<file path="config.mk">
export PLATFORM = sky130hd
export DESIGN_NAME = timebase_ctrl
export DESIGN_NICKNAME = d
export VERILOG_FILES = /design/src/rtl/timebase_ctrl.sv
export SDC_FILE = /design/constraint.sdc
export NUM_CORES = 1
export LEC_CHECK = 0
export ABC_AREA = 1
export CORE_ASPECT_RATIO = 1.2
export CORE_UTILIZATION = 55
export DETAILED_ROUTE_END_ITERATION = 16
export PLACE_DENSITY = 0.89
export SKIP_LAST_GASP = 1
export SLEW_MARGIN = 0
export SYNTH_ARGS = -nofsm -noshare
export SYNTH_HDL_FRONTEND = slang
export SYNTH_SLANG_ARGS = --single-unit
export TNS_END_PERCENT = 1
</file>
<file path="constraint.sdc">
create_clock -name clock_in -period 3.6 [get_ports clock_in]
set_input_delay 0.36 -clock clock_in [delete_from_list [all_inputs] [get_ports clock_in]]
set_output_delay 0.36 -clock clock_in [all_outputs]
set_load 0.01 [all_outputs]
</file>
<file path="src/rtl/timebase_ctrl.sv">
// Scope acquisition timebase sequencer: drives the sample-clock divider's N/run and counts
// div_clk rising edges up to a programmed depth. Optional TB_AUTO_REARM_EN: continuous re-arm.
module timebase_ctrl #(
    parameter int MIN_N      = 2,
    parameter int MAX_SEL    = 22,
    parameter int SETTLE_CYC = 4
) (
    input  logic        clock_in,
    input  logic        reset,
    input  logic [4:0]  tb_sel,
    input  logic [15:0] depth,
    input  logic        start,
    input  logic        stop,
    input  logic        div_clk,
    output logic [23:0] div_N,
    output logic        div_run,
    output logic        sample_stb,
    output logic [15:0] sample_cnt,
    output logic        busy,
    output logic        acq_done
);

    typedef enum logic [1:0] {IDLE, SETTLE, RUN, DONE} state_t;

    localparam int SCW = $clog2(SETTLE_CYC);

    state_t          state;
    state_t          state_nxt;
    logic [SCW-1:0]  settle_cnt;
    logic [15:0]     depth_q;
    logic            div_clk_q;
    logic            rise;
    logic            load;
    logic            settle_last;
    logic [4:0]      sel_eff;
    logic [15:0]     cnt_inc;

    assign rise        = div_clk & ~div_clk_q;
    assign sel_eff     = (tb_sel > 5'(MAX_SEL)) ? 5'(MAX_SEL) : tb_sel;
    assign settle_last = (settle_cnt == SCW'(SETTLE_CYC - 1));
    assign cnt_inc     = sample_cnt + 16'd1;

    assign div_run  = (state == RUN);
    assign busy     = (state == SETTLE) || (state == RUN);
    assign acq_done = (state == DONE);

    always_comb begin
        state_nxt = state;
        load      = 1'b0;
        case (state)
            IDLE: begin
                if (start) begin
                    load      = 1'b1;
                    state_nxt = SETTLE;
                end
            end
            SETTLE: begin
                // zero depth finishes without ever letting the divider run
                if (settle_last) begin
                    state_nxt = (depth_q == 16'd0) ? DONE : RUN;
                end
            end
            RUN: begin
                if (rise && (cnt_inc == depth_q)) begin
                    state_nxt = DONE;
                end
            end
            DONE: begin
`ifdef TB_AUTO_REARM_EN
                state_nxt = SETTLE;
                load      = start;
`else
                if (start) begin
                    load      = 1'b1;
                    state_nxt = SETTLE;
                end
`endif
            end
            default: state_nxt = IDLE;
        endcase
        if (stop) begin
            state_nxt = IDLE;
            load      = 1'b0;
        end
    end

    always_ff @(posedge clock_in) begin
        if (reset) begin
            state      <= IDLE;
            settle_cnt <= '0;
            depth_q    <= 16'd0;
            div_N      <= 24'(MIN_N);
            sample_stb <= 1'b0;
            sample_cnt <= 16'd0;
            div_clk_q  <= 1'b0;
        end else begin
            state      <= state_nxt;
            div_clk_q  <= div_clk;
            sample_stb <= 1'b0;

            if (state == SETTLE) begin
                settle_cnt <= settle_cnt + 1'b1;
            end else begin
                settle_cnt <= '0;
            end

            // div_N only moves on an accepted start, i.e. while div_run is low
            if (load) begin
                depth_q    <= depth;
                div_N      <= 24'(MIN_N) << sel_eff;
                sample_cnt <= 16'd0;
            end else if ((state == DONE) && (state_nxt == SETTLE)) begin
                sample_cnt <= 16'd0;
            end else if ((state == RUN) && rise && !stop && (sample_cnt != depth_q)) begin
                sample_stb <= 1'b1;
                sample_cnt <= cnt_inc;
            end
        end
    end

endmodule
</file>
# Word-level counts from Yosys, hierarchy flattened
# Cells that the tools add are included.
# totals
regBits	62
input_bits	26
out_inout_bits	44
elab_cells	44
# classes
addsub	2
n_lt_le_gt_ge	1
n_eq_ne	7
shifts	1
muxes	11
n_bitwise	3
reduce_logical	12
# op_table
op	count
$shl A2 B5 Y24 const A	1
$add A16 B1 Y16 const B	1
$eq A16 B16 Y1	1
$logic_not A16 Y1	1
$ne A16 B16 Y1	1
$mux W2	4
$eq A2 B2 Y1 const B	3
$pmux W2 S3	1
$gt A5 B5 Y1 const B	1
$logic_and A1 B1 Y1	5
$mux W1	5
$mux W5	1
$eq A2 B1 Y1 const B	2
$reduce_or A2 Y1	2
$reduce_or A3 Y1	1
$add A2 B1 Y2 const B	1
$logic_not A2 Y1	1
$not A1 Y1	2
$and A1 B1 Y1	1
$logic_not A1 Y1	1
$logic_or A1 B1 Y1	1

# Depth between registers and ports, before layout
# logic_depth
word_depth	9
ltp_mapped	19
mapped_depth_nobuf	17

# Worst setup path before layout
# OpenSTA, ideal clock, no wires.
# synth_timing
path_type	reg-to-reg
startpoint	reg sample_cnt[0]
endpoint	reg sample_cnt[10]
setup_ns	0.111
arrival_ns	1.977
required_time_ns	3.489
setup_slack_ns	1.511
path_stages_with_launch	18
path_buffers	1
cell_sequence	dfxtp_1 -> ha_1 -> inv_1 -> nor2_2 -> nand2_1 -> nand3_1 -> nand2_1 -> nor2_1 -> nand3_1 -> nor2_1 -> nand3_1 -> nand2_1 -> nand2_1 -> nand2_2 -> nand3_2 -> nand2_4 -> buf_6 -> nor2_1
# synth_via
elab_chain_cells	9
word_cells_on_any_way	11
# synth_lines
element	line_no	source
start, declared	18	output logic [15:0] sample_cnt,
start signal, assigned	116	sample_cnt <= cnt_inc;
$add A16 B1 Y16	41	assign cnt_inc = sample_cnt + 16'd1;
$eq A16 B16 Y1	64	if (rise && (cnt_inc == depth_q)) begin
$logic_and A1 B1 Y1	64	
$mux W2	64	
$pmux W2 S3	50	case (state)
$mux W2	81	if (stop) begin
$eq A2 B1 Y1	112	end else if ((state == DONE) && (state_nxt == SETTLE)) begin
$logic_and A1 B1 Y1	112	
$reduce_or A3 Y1 (no line)	-	
# Parallel ways exist; a longest one is shown, timed or not.
# A chain may end at the register's enable or synchronous reset.

# Final worst setup path
# layout_timing
startpoint	reg sample_cnt[0]
endpoint	reg sample_stb
# layout_via
elab_chain_cells	9
word_cells_on_any_way	12
# layout_lines
element	line_no	source
$add A16 B1 Y16	41	
$eq A16 B16 Y1	64	
$logic_and A1 B1 Y1	64	
$mux W2	64	
$pmux W2 S3	50	
$mux W2	81	
$eq A2 B1 Y1	112	
$logic_and A1 B1 Y1	112	
$reduce_or A3 Y1 (no line)	-	
end signal, assigned	93	sample_stb <= 1'b0;
end signal, assigned	99	sample_stb <= 1'b0;
end signal, assigned	115	sample_stb <= 1'b1;
end, declared	17	output logic sample_stb,
# Parallel ways exist; a longest one is shown, timed or not.

==> flow_metrics.py <==
metrics = {
    "logic_synthesis": {
        "avgSynthCellArea_um2": 6.75,
        "ys_ff_latch": 61,
        "synth_top_cell_by_area": "dfxtp_1",
        "synth_cell_types": 31,
        "ys_warn_count": 0,
        "seq_area_frac_synth": 0.382,
        "synth_top_area_share": 0.382,
        "syn-instance-count": 473,
        "postSynthNetCount": 505,
        "syn-cell-area_mm2": 0.00319,
        "synth_area_leaders": "dfxtp_1 38%, nand2_1 13%, o21ai_0 8.6%, nor2_1 7.3%, inv_1 7.1%",
    },
    "finish": {
        "nets": 572,
        "drive_gt1_frac": 0.0569,
        "syn2layout_area_growth_pct": 28.3,
        "n_fill_cell": 446,
        "final_common_cell": "nand2_1",
        "finish.utilization": 0.728,
        "num_antenna_cells": 0,
        "final_cell_mix": "114 x nand2_1, 68 x clkdlybuf4s50_1, 62 x nor2_1, 61 x dfxtp_1, 60 x inv_1",
    },
    "timing": {
        "fin_crit_ns": 2.59,
        "finalMaxSlewViolations": 0,
        "rsz0062_at_grt": "false",
        "fin_ws_ns": 1.01,
        "setup_viol_count_final": 0,
        "skew_ns": 0.00590,
        "fin_crit_sh": 0.718,
        "hold_viol": 0,
        "worst_pin_slew_ns": 0.845,
        "tns_ns": 0,
        "slew_headroom": 0.435,
        "max_freq_ghz": 0.387,
    },
    "critical_path": {
        "cp.arrival_ns": 2.79,
        "cpMostUsedCell": "nand2_1",
        "start_kind": "flip-flop",
        "reg2reg_slack_ns": 1.01,
        "required_ns": 3.81,
        "setup.worst_path.end_class": "flip-flop",
        "path_max_fanout": 17,
        "critical_path.slowest_cell": "dfxtp_1",
        "path_class": "flip-flop to flip-flop",
        "path_cells": "ha_1 > inv_1 > nor2_2 > nand2_1 > nand3_1 > nand2_1 > nor2_1 > nand3_1 > nor2_1 > nand3_1 > nand2_1 > nand2_1 > nand2_2 > nand3_2 > nand2_4 > nor2_1",
        "crit_path_max_incr_delay_ns": 0.53,
    },
    "grt": {
        "grt.busiest_layer": "met2",
        "grt_util_met3": 0.0463,
        "met1_usage": 0.336,
        "grt_pass1_wl_mm": 13.5,
        "gr-total-overflow": 0,
        "grt_max_degree": 31,
        "met2_usage": 0.487,
        "grt.total_usage": 0.283,
        "antenna_found_initial": 0,
        "grt_pass1_vias": 2972,
    },
    "route": {
        "drt_pass1_iterations": 5,
        "wirelength_mm": 8.28,
        "vias": 3247,
        "viasPerCell": 5.33,
        "post_drt_wl_per_cell_um": 13.6,
        "ant_nets": 0,
        "drc": 0,
        "drt_iter0_drc": 209,
    },
    "clock_tree": {
        "cts_hold_repair.buffers": 0,
        "root_buffer": "clkbuf_8",
        "tritoncts": "built",
        "cts_inserted_buffers": 9,
        "clkLatencyLatePin_ns": 0.35,
        "numClockSinks": 61,
        "h-tree-depth": 3,
        "clkTransAtPathRegs_ns": 0.07,
        "cts_resized": 0,
        "cts_setup_buffers": 0,
        "clock_path_buffers": 2,
    },
    "status": {
        "outcome": "finished clean",
    },
    "power": {
        "peakVddDrop_uv": 234,
        "total_power_mw": 1.51,
        "p_leak_nw": 1.69,
        "p_per_area_mw_per_mm2": 368,
    },
    "floorplanning": {
        "die_x_um": 71.6,
        "core_mm2": 0.00563,
        "top_level_ports": 70,
        "dieArea_mm2": 0.00612,
        "die_h_um": 85.5,
        "num_rows": 30,
        "initial_core_util": 0.567,
    },
    "placement": {
        "portBuffers": 68,
        "dp_hpwl_mm": 6.15,
        "post-place-ws_ns": 1.07,
        "gp_congestion": 0.913,
    },
    "job": {
        "maxCapViolations": 0,
    },
    "min_path": {
        "hold_class": "flip-flop to flip-flop",
    },
}
critical path, delay by kind of cell (launching register included):
family,cells,cell delay (ns)
fa+ha+maj,1,0.30
simple gates,14,1.53
buf+inv,1,0.09
flops,1,0.53
synth_stat cells, drive strengths merged:
cell type and count:
a21boi 1, a311o 1, nor4 3, nand3 33, nand3b 2, ha 6, xnor2 10, a31oi 2
inv 60, nand4 3, or2 1, o21ai 56, buf 7, a21oi 8, clkbuf 7, nor2 71
dfxtp 61, nand2 116, nor3 6, nor3b 1, conb 1, xor2 17
through the flow:
| step | hold WS [ns] | area, um2 | cells |
|---|---|---|---|
| after floorplan | 0.398 | 3190 | 473 |
| after detailed placement | 0.420 | 3900 | 593 |
| after global placement | 0.407 | 3900 | 593 |
| final | 0.426 | 4100 | 609 |
| after global routing | 0.445 | 4100 | 609 |
| after CTS | 0.429 | 4100 | 609 |
flip-flops by register name (all words and copies together) (netlist names):
| register | count |
|---|---|
| sample_stb | 1 |
| sample_cnt | 16 |
| div_clk_q | 1 |
| depth_q | 16 |
| state | 2 |
| settle_cnt | 2 |
| div_N | 23 |
power breakdown:
group	switching [mW]	internal, mW	leakage [nW]	total, mW
clock network	0.291	0.337	0.106	0.628
logic	0.0948	0.0763	1.08	0.171
registers	0.0179	0.694	0.495	0.712
total	0.403	1.11	1.69	1.51
path summary, 6_finish.rpt:
check	depth (start not counted)	start	to
max	16	sample_cnt[0]	sample_stb
min	1	settle_cnt[0]	settle_cnt[0]
max reg2reg	16	sample_cnt[0]	sample_stb
min reg2reg	1	settle_cnt[0]	settle_cnt[0]
cell families (layout without fill, tap and decap cells):
logic type,Yosys count,after routing,share of synthesized area
xor gates and xnor gates,27,27,0.0740
AOI/OAI and AO/OA,68,68,0.110
and+or+nand+nor,236,236,0.316
other,1,1,0.00117
DFF,61,61,0.382
adders and majority gates,6,6,0.0235
buffers and inverters,74,146,0.0928
final cells by class:
| class | count | area (um2) | area share |
|---|---|---|---|
| clock buffer | 10 | 138 | 0.0336 |
| timing repair buffer | 70 | 696 | 0.170 |
| clock inverter | 6 | 62.6 | 0.0153 |
| sequential | 61 | 1220 | 0.298 |
| inverter | 60 | 225 | 0.0549 |
| multi-input combinational | 338 | 1680 | 0.409 |
| tap | 64 | 80.1 | 0.0195 |
per-layer routing:
metal | part of all wire | up-vias
met1 | 0.43 | 1475
met5 | 0 | -
met4 | 0.022 | 0
met3 | 0.057 | 20
li1 | - | 1625
met2 | 0.49 | 127
Note: power is estimated with default switching activity, not from simulation.
